--- src/rtl/vxe_mem_hub_cu_us_if.sv ---
// CU upstream request bus of the VxE memory hub: CU header/data queues in, two master queues out.
// The hub side uses the slave modport; whoever drives the CU queues and master readies uses master.
`timescale 1ns/1ps
interface vxe_mem_hub_cu_us_if;
  logic        i_rqa_vld;
  logic [43:0] i_rqa;
  logic        o_rqa_rd;
  logic        i_rqd_vld;
  logic [71:0] i_rqd;
  logic        o_rqd_rd;
  logic        i_m0_rqa_rdy;
  logic [43:0] o_m0_rqa;
  logic        o_m0_rqa_wr;
  logic        i_m0_rqd_rdy;
  logic [71:0] o_m0_rqd;
  logic        o_m0_rqd_wr;
  logic        i_m1_rqa_rdy;
  logic [43:0] o_m1_rqa;
  logic        o_m1_rqa_wr;
  logic        i_m1_rqd_rdy;
  logic [71:0] o_m1_rqd;
  logic        o_m1_rqd_wr;

  modport slave (
    input  i_rqa_vld, i_rqa, i_rqd_vld, i_rqd,
    input  i_m0_rqa_rdy, i_m0_rqd_rdy, i_m1_rqa_rdy, i_m1_rqd_rdy,
    output o_rqa_rd, o_rqd_rd,
    output o_m0_rqa, o_m0_rqa_wr, o_m0_rqd, o_m0_rqd_wr,
    output o_m1_rqa, o_m1_rqa_wr, o_m1_rqd, o_m1_rqd_wr
  );

  modport master (
    output i_rqa_vld, i_rqa, i_rqd_vld, i_rqd,
    output i_m0_rqa_rdy, i_m0_rqd_rdy, i_m1_rqa_rdy, i_m1_rqd_rdy,
    input  o_rqa_rd, o_rqd_rd,
    input  o_m0_rqa, o_m0_rqa_wr, o_m0_rqd, o_m0_rqd_wr,
    input  o_m1_rqa, o_m1_rqa_wr, o_m1_rqd, o_m1_rqd_wr
  );
endinterface

--- src/rtl/vxe_mem_hub_cu_us.sv ---
// CU upstream request router: routes headers by address bit MSEL_BIT and keeps write data on its
// header's master via an in-order destination FIFO. VXE_MEM_HUB_CU_US_CNT_EN adds push counters.
`timescale 1ns/1ps
module vxe_mem_hub_cu_us #(
  parameter int unsigned MSEL_BIT   = 36,
  parameter int unsigned WORD_DEPTH = 4
) (
  input  logic        clk,
  input  logic        nrst,
`ifdef VXE_MEM_HUB_CU_US_CNT_EN
  input  logic        i_cnt_clr,
  output logic [15:0] o_m0_cnt,
  output logic [15:0] o_m1_cnt,
`endif
  vxe_mem_hub_cu_us_if.slave bus
);

  localparam int unsigned AW = $clog2(WORD_DEPTH);

  logic [43:0]           hdr_q, hdr_d;
  logic                  hdr_full_q, hdr_full_d;
  logic [71:0]           dat_q, dat_d;
  logic                  dat_full_q, dat_full_d;
  logic [WORD_DEPTH-1:0] ord_mem_q, ord_mem_d;
  logic [AW:0]           ord_wptr_q, ord_wptr_d;
  logic [AW:0]           ord_rptr_q, ord_rptr_d;

  logic        hdr_dst, hdr_push, rqa_rd, rqa_is_wr;
  logic        m0_hdr_wr, m1_hdr_wr;
  logic        dat_dst, dat_push, rqd_rd;
  logic        ord_full, ord_push, ord_pop, ord_avail;
  logic [AW:0] ord_cnt;

  assign hdr_dst   = hdr_q[MSEL_BIT];
  assign m0_hdr_wr = hdr_full_q & ~hdr_dst & bus.i_m0_rqa_rdy;
  assign m1_hdr_wr = hdr_full_q & hdr_dst & bus.i_m1_rqa_rdy;
  assign hdr_push  = m0_hdr_wr | m1_hdr_wr;
  assign rqa_is_wr = ~bus.i_rqa[37];

  assign ord_cnt  = ord_wptr_q - ord_rptr_q;
  assign ord_full = (ord_wptr_q[AW] != ord_rptr_q[AW]) &&
                    (ord_wptr_q[AW-1:0] == ord_rptr_q[AW-1:0]);
  // The head entry is already bound once the data holding register is full.
  assign ord_avail = ord_cnt > {{AW{1'b0}}, dat_full_q};
  assign dat_dst   = ord_mem_q[ord_rptr_q[AW-1:0]];
  assign dat_push  = dat_full_q & (dat_dst ? bus.i_m1_rqd_rdy : bus.i_m0_rqd_rdy);
  assign ord_pop   = dat_push;

  // Gated by nrst so pops are suppressed for the whole reset window, not just after the edge.
  assign rqa_rd   = nrst & bus.i_rqa_vld & (~hdr_full_q | hdr_push) &
                    ~(rqa_is_wr & ord_full & ~ord_pop);
  assign rqd_rd   = nrst & bus.i_rqd_vld & ord_avail & (~dat_full_q | dat_push);
  assign ord_push = rqa_rd & rqa_is_wr;

  assign bus.o_rqa_rd    = rqa_rd;
  assign bus.o_rqd_rd    = rqd_rd;
  assign bus.o_m0_rqa    = hdr_q;
  assign bus.o_m1_rqa    = hdr_q;
  assign bus.o_m0_rqa_wr = m0_hdr_wr;
  assign bus.o_m1_rqa_wr = m1_hdr_wr;
  assign bus.o_m0_rqd    = dat_q;
  assign bus.o_m1_rqd    = dat_q;
  assign bus.o_m0_rqd_wr = dat_push & ~dat_dst;
  assign bus.o_m1_rqd_wr = dat_push & dat_dst;

  always_comb begin
    hdr_d      = hdr_q;
    hdr_full_d = hdr_full_q;
    dat_d      = dat_q;
    dat_full_d = dat_full_q;
    ord_mem_d  = ord_mem_q;
    if (rqa_rd) begin
      hdr_d      = bus.i_rqa;
      hdr_full_d = 1'b1;
    end else if (hdr_push) begin
      hdr_full_d = 1'b0;
    end
    if (rqd_rd) begin
      dat_d      = bus.i_rqd;
      dat_full_d = 1'b1;
    end else if (dat_push) begin
      dat_full_d = 1'b0;
    end
    if (ord_push) begin
      ord_mem_d[ord_wptr_q[AW-1:0]] = bus.i_rqa[MSEL_BIT];
    end
    ord_wptr_d = ord_wptr_q + {{AW{1'b0}}, ord_push};
    ord_rptr_d = ord_rptr_q + {{AW{1'b0}}, ord_pop};
  end

  always_ff @(posedge clk or negedge nrst) begin
    if (!nrst) begin
      hdr_q      <= '0;
      hdr_full_q <= 1'b0;
      dat_q      <= '0;
      dat_full_q <= 1'b0;
      ord_mem_q  <= '0;
      ord_wptr_q <= '0;
      ord_rptr_q <= '0;
    end else begin
      hdr_q      <= hdr_d;
      hdr_full_q <= hdr_full_d;
      dat_q      <= dat_d;
      dat_full_q <= dat_full_d;
      ord_mem_q  <= ord_mem_d;
      ord_wptr_q <= ord_wptr_d;
      ord_rptr_q <= ord_rptr_d;
    end
  end

`ifdef VXE_MEM_HUB_CU_US_CNT_EN
  logic [15:0] m0_cnt_q, m0_cnt_d, m1_cnt_q, m1_cnt_d;

  always_comb begin
    m0_cnt_d = m0_cnt_q;
    m1_cnt_d = m1_cnt_q;
    if (i_cnt_clr) begin
      m0_cnt_d = '0;
      m1_cnt_d = '0;
    end else begin
      if (m0_hdr_wr && (m0_cnt_q != 16'hFFFF)) m0_cnt_d = m0_cnt_q + 16'd1;
      if (m1_hdr_wr && (m1_cnt_q != 16'hFFFF)) m1_cnt_d = m1_cnt_q + 16'd1;
    end
  end

  always_ff @(posedge clk or negedge nrst) begin
    if (!nrst) begin
      m0_cnt_q <= '0;
      m1_cnt_q <= '0;
    end else begin
      m0_cnt_q <= m0_cnt_d;
      m1_cnt_q <= m1_cnt_d;
    end
  end

  assign o_m0_cnt = m0_cnt_q;
  assign o_m1_cnt = m1_cnt_q;
`endif

endmodule
--- src/flat_wrapper.sv ---
// flat-port wrapper written by rule: the top's interface ports become plain ports
module vxe_mem_hub_cu_us_flat 
#(
  parameter int unsigned MSEL_BIT   = 36,
  parameter int unsigned WORD_DEPTH = 4
)
  (clk, nrst, bus_i_rqa_vld, bus_i_rqa, bus_i_rqd_vld, bus_i_rqd, bus_i_m0_rqa_rdy, bus_i_m0_rqd_rdy, bus_i_m1_rqa_rdy, bus_i_m1_rqd_rdy, bus_o_rqa_rd, bus_o_rqd_rd, bus_o_m0_rqa, bus_o_m0_rqa_wr, bus_o_m0_rqd, bus_o_m0_rqd_wr, bus_o_m1_rqa, bus_o_m1_rqa_wr, bus_o_m1_rqd, bus_o_m1_rqd_wr);
  vxe_mem_hub_cu_us_if bus_i ();
  input  logic clk;
  input  logic nrst;
  input wire logic [$bits(bus_i.i_rqa_vld)-1:0] bus_i_rqa_vld;
  input wire logic [$bits(bus_i.i_rqa)-1:0] bus_i_rqa;
  input wire logic [$bits(bus_i.i_rqd_vld)-1:0] bus_i_rqd_vld;
  input wire logic [$bits(bus_i.i_rqd)-1:0] bus_i_rqd;
  input wire logic [$bits(bus_i.i_m0_rqa_rdy)-1:0] bus_i_m0_rqa_rdy;
  input wire logic [$bits(bus_i.i_m0_rqd_rdy)-1:0] bus_i_m0_rqd_rdy;
  input wire logic [$bits(bus_i.i_m1_rqa_rdy)-1:0] bus_i_m1_rqa_rdy;
  input wire logic [$bits(bus_i.i_m1_rqd_rdy)-1:0] bus_i_m1_rqd_rdy;
  output wire logic [$bits(bus_i.o_rqa_rd)-1:0] bus_o_rqa_rd;
  output wire logic [$bits(bus_i.o_rqd_rd)-1:0] bus_o_rqd_rd;
  output wire logic [$bits(bus_i.o_m0_rqa)-1:0] bus_o_m0_rqa;
  output wire logic [$bits(bus_i.o_m0_rqa_wr)-1:0] bus_o_m0_rqa_wr;
  output wire logic [$bits(bus_i.o_m0_rqd)-1:0] bus_o_m0_rqd;
  output wire logic [$bits(bus_i.o_m0_rqd_wr)-1:0] bus_o_m0_rqd_wr;
  output wire logic [$bits(bus_i.o_m1_rqa)-1:0] bus_o_m1_rqa;
  output wire logic [$bits(bus_i.o_m1_rqa_wr)-1:0] bus_o_m1_rqa_wr;
  output wire logic [$bits(bus_i.o_m1_rqd)-1:0] bus_o_m1_rqd;
  output wire logic [$bits(bus_i.o_m1_rqd_wr)-1:0] bus_o_m1_rqd_wr;
  assign bus_i.i_rqa_vld = bus_i_rqa_vld;
  assign bus_i.i_rqa = bus_i_rqa;
  assign bus_i.i_rqd_vld = bus_i_rqd_vld;
  assign bus_i.i_rqd = bus_i_rqd;
  assign bus_i.i_m0_rqa_rdy = bus_i_m0_rqa_rdy;
  assign bus_i.i_m0_rqd_rdy = bus_i_m0_rqd_rdy;
  assign bus_i.i_m1_rqa_rdy = bus_i_m1_rqa_rdy;
  assign bus_i.i_m1_rqd_rdy = bus_i_m1_rqd_rdy;
  assign bus_o_rqa_rd = bus_i.o_rqa_rd;
  assign bus_o_rqd_rd = bus_i.o_rqd_rd;
  assign bus_o_m0_rqa = bus_i.o_m0_rqa;
  assign bus_o_m0_rqa_wr = bus_i.o_m0_rqa_wr;
  assign bus_o_m0_rqd = bus_i.o_m0_rqd;
  assign bus_o_m0_rqd_wr = bus_i.o_m0_rqd_wr;
  assign bus_o_m1_rqa = bus_i.o_m1_rqa;
  assign bus_o_m1_rqa_wr = bus_i.o_m1_rqa_wr;
  assign bus_o_m1_rqd = bus_i.o_m1_rqd;
  assign bus_o_m1_rqd_wr = bus_i.o_m1_rqd_wr;
  vxe_mem_hub_cu_us #(.MSEL_BIT(MSEL_BIT), .WORD_DEPTH(WORD_DEPTH)) u_core (.clk(clk), .nrst(nrst), .bus(bus_i));
endmodule
--- config.mk ---
export PLATFORM = sky130hd
export DESIGN_NAME = vxe_mem_hub_cu_us_flat
export DESIGN_NICKNAME = d
export VERILOG_FILES = /design/src/rtl/vxe_mem_hub_cu_us_if.sv /design/src/rtl/vxe_mem_hub_cu_us.sv /design/src/flat_wrapper.sv
export SDC_FILE = /design/constraint.sdc
export NUM_CORES = 1
export LEC_CHECK = 0
export BUFFER_PORTS_ARGS = -buffer_cell sky130_fd_sc_hd__buf_4
export CAP_MARGIN = 15
export CORE_ASPECT_RATIO = 0.6
export CORE_MARGIN = 4
export CORE_UTILIZATION = 27
export DETAILED_ROUTE_END_ITERATION = 12
export GPL_TIMING_DRIVEN = 0
export HOLD_SLACK_MARGIN = 0.12
export PLACE_DENSITY = 0.58
export SYNTH_ARGS = -nofsm -noshare
export SYNTH_HDL_FRONTEND = slang
export SYNTH_SLANG_ARGS = --single-unit
--- constraint.sdc ---
create_clock -name clk -period 3.25 [get_ports clk]
set_input_delay 0.325 -clock clk [delete_from_list [all_inputs] [get_ports clk]]
set_output_delay 0.325 -clock clk [all_outputs]
set_load 0.01 [all_outputs]
==> impl_results.md <==
* Final nets at 1009
* Count of state elements after synthesis at 128
* VDD IR max at 0.615 mV
* Run status: completed
* Final setup margin at 301 ps
* Pins Over Slew Limit at 0
* Synth-to-Final Area Change at 71.1%
* Pwr/cell area at 1060 nW/um2
* Drt total wl at 18500 um
* Vias/cell at 3.94
* IO buf count at 361
* Fmax at 339 MHz
* Root Buffer: clkbuf_16
* Post-synth EDFFs at 0
* Primary FF master, synth: dfrtp_1
* Final setup violation count at 0
* Number of max-cap violations at 0
* Crit share post-route at 90.7%
* Die Wd at 204 um
* Reg2Reg Launch Point: u_core.ord_rptr_q[0]
* Routing usage on met3 at 5.16%
* IO Count at 362
* Hold Startpoint: bus_i_rqd[7]
* Yosys cell types at 28
* Clock Sink Count at 128
* Share of cells above drive strength 1 at 71.9%
* Antenna violations before repair at 0
* # rows at 42
* Unrepaired setup endpoints after global routing: false
* Synth Cell Area at 6220 um2
* Worst min-delay path class: in2reg
* Max H-tree Level at 4
* Worst Reg-to-Reg Cells at 8
* Sequential share of power at 27.9%
* GP Congestion at 0.744
* CTS max path bufs at 2
* Inst Count DP at 1097
* Logic gate share of total power at 55.4%
* Max incr delay on CP at 560 ps
* Most common cell after layout, fill and taps aside: buf_4
* Remaining Overflow, GRT at 0
* Leakage at 0.00537 uW
* Grt peak-use layer: met2
* NetSw at 3700 uW
* Hpwl dp at 13900 um
* CP Class: reg2out
* Crit-path max FO at 10
* Post-Syn Nets at 559
* Relative slew slack at 74.7%
* Final Hold Fails at 0
* Overall Global Routing Usage at 14.1%
* Avg WL per Cell at 15.4 um
* CTS tree: built
* R2R Path End: u_core.ord_wptr_q[2]
* Antenna fix cells at 0
* Die area at 25600 um2
* Yosys Warn Count at 0
* Post-CTS setup buffer count at 0
* Core ar. at 22300 um2
* Crit path DAT at 2620 ps
* Post-layout min period at 2950 ps
* Vias in the first global route at 5068
* Crit path launch type: flip-flop
* CP max stage cell: mux4_2
* Worst-skew pair later-pin latency at 410 ps
* Post-synth ARST share at 100%
* Crit path max-delay family: multiplexers
* Place WS at 316 ps
* R2r setup slk at 630 ps
* Cells after Synth at 427
* Die Ht at 126 um
* Via count at 4721
* Worst-Margin Slew at 379 ps
* Global-route wire length before repair at 28500 um
* Worst path cell trace: mux4_2, mux2i_1, o21a_1, nor2_4, buf_2, buf_4
* WHS Path Cells at 2
* Internal power at 7560 uW
* Setup Skew at 8.74 ps
* CP Data Required Time at 2920 ps
* Clock slew at reported path FFs at 60 ps
* Routed Antenna Nets at 0
* Worst path bufs/invs at 2
* Fin util at 47.7%
* Switching power share of the total at 32.9%
* Met2 Usage GRT at 22.4%
* Finished Layout Cells at 1198
* Post-Syn Area per Cell at 14.6 um2
* Sequential share of the synthesized area at 51.5%
* Initial drt markers at 112
* Pre-antenna DRT Iters at 4
* Worst Hold End: u_core.bus.o_m0_rqd[7]
* Most frequent cells in the layout: 476 x buf_4, 128 x dfrtp_1, 69 x mux2_4, 68 x dlygate4sd3_1, 46 x mux2_2
* Met1 usage at 18.2%
* Crit end category: primary output
* DRC errors left at 0
* Largest net degree at the start of global routing at 67
* TritonCTS buffer count at 17
* Starting Density at 27.9%
* Clock power frac at 16.7%
[metal layers]
metal	share of wire (%)	wire (um)
met5	0	0
met2	46	8550
met3	8.7	1610
met4	1.2	218
met1	44	8090
[synthesized netlist by cell type (all sizes together) (2+ instances only)]
cell | number | area [um2]
nor2 | 3 | 13.8
nor3 | 2 | 10.0
mux2i | 2 | 20.0
nand3 | 2 | 10.0
inv | 6 | 22.5
xor2 | 3 | 26.3
o41ai | 8 | 70.1
clkbuf | 2 | 7.51
dfrtp | 128 | 3200
nand2 | 10 | 37.5
and3 | 2 | 13.8
ha | 7 | 87.6
buf | 128 | 1050
mux2 | 115 | 1550
[cells by family after synthesis]
| family | synth area share (%) |
|---|---|
| multiplexers | 25.6 |
| AND/OR/NAND/NOR | 1.69 |
| AO/OA/AOI/OAI | 1.55 |
| adder cells (fa/ha/maj) | 1.73 |
| XOR/XNOR | 0.563 |
| buffers and inverters | 17.4 |
| flip-flops | 51.5 |
[worst max path at each step]
stage / start / end / cells past startpoint
after global placement: nrst / u_core.bus.o_m0_rqa[19] / 5
after CTS: u_core.ord_rptr_q[0] / bus_o_rqa_rd / 6
after global routing: u_core.ord_rptr_q[0] / bus_o_rqa_rd / 6
final: u_core.ord_rptr_q[0] / bus_o_rqa_rd / 6
after floorplan: u_core.ord_rptr_q[0] / u_core.ord_wptr_q[2] / 8
after detailed placement: nrst / u_core.bus.o_m0_rqa[23] / 6
[worst reg2reg max path, stage by stage, from the launching register on]
cell	delay, ps
dfrtp_1	420
mux4_2	560
mux2i_1	300
o21a_1	240
clkbuf_1	340
nor3_1	90
ha_1	210
ha_1	190
xor2_1	140
[power groups by stage]
stage | Clock (uW) | Combinational, uW | Sequential (uW)
finish | 1890 | 6240 | 3140
global route | 2010 | 6660 | 3270
CTS | 1940 | 6310 | 3150
detailed placement | 0 | 6240 | 3150
global placement | 0 | 6180 | 3160
floorplan | 0 | 3160 | 3290
[state kept, by name, indices dropped and copies added, names as in the netlist]
signal	count
u_core.hdr_full_q	1
u_core.bus.o_m0_rqa	44
u_core.bus.o_m0_rqd	72
u_core.ord_mem_q	4
u_core.ord_wptr_q	3
u_core.dat_full_q	1
u_core.ord_rptr_q	3
[final cells by class]
class                      instances  area [um2]
buffer                           130        1060
clock buffer                      22         474
clock inverter                    10         110
fill                            1979       11700
inverter                           6        22.5
multi-input combinational        163        1950
sequential                       128        3200
tap                              308         385
timing repair buffer             431        3450
[timing repair]
item / in CTS / in global routing
hold buffers: 66 / 3
gates resized for setup: 1 / 0
setup endpoints to repair: 1 / 0
hold endpoints to repair: 129 / 3
[per-stage QoR]
step	cell area [um2]	TNS (ps)	hold slack, ps	total power [uW]
6_report	10600	0	144	11300
5_1_grt	10600	0	121	11900
4_1_cts	10600	0	120	11400
3_5_place_dp	9350	0	360	9380
3_3_place_gp	9320	-10710	479	9340
2_1_floorplan	6220	0	29.4	6460
(Power assumes the default switching activity.)
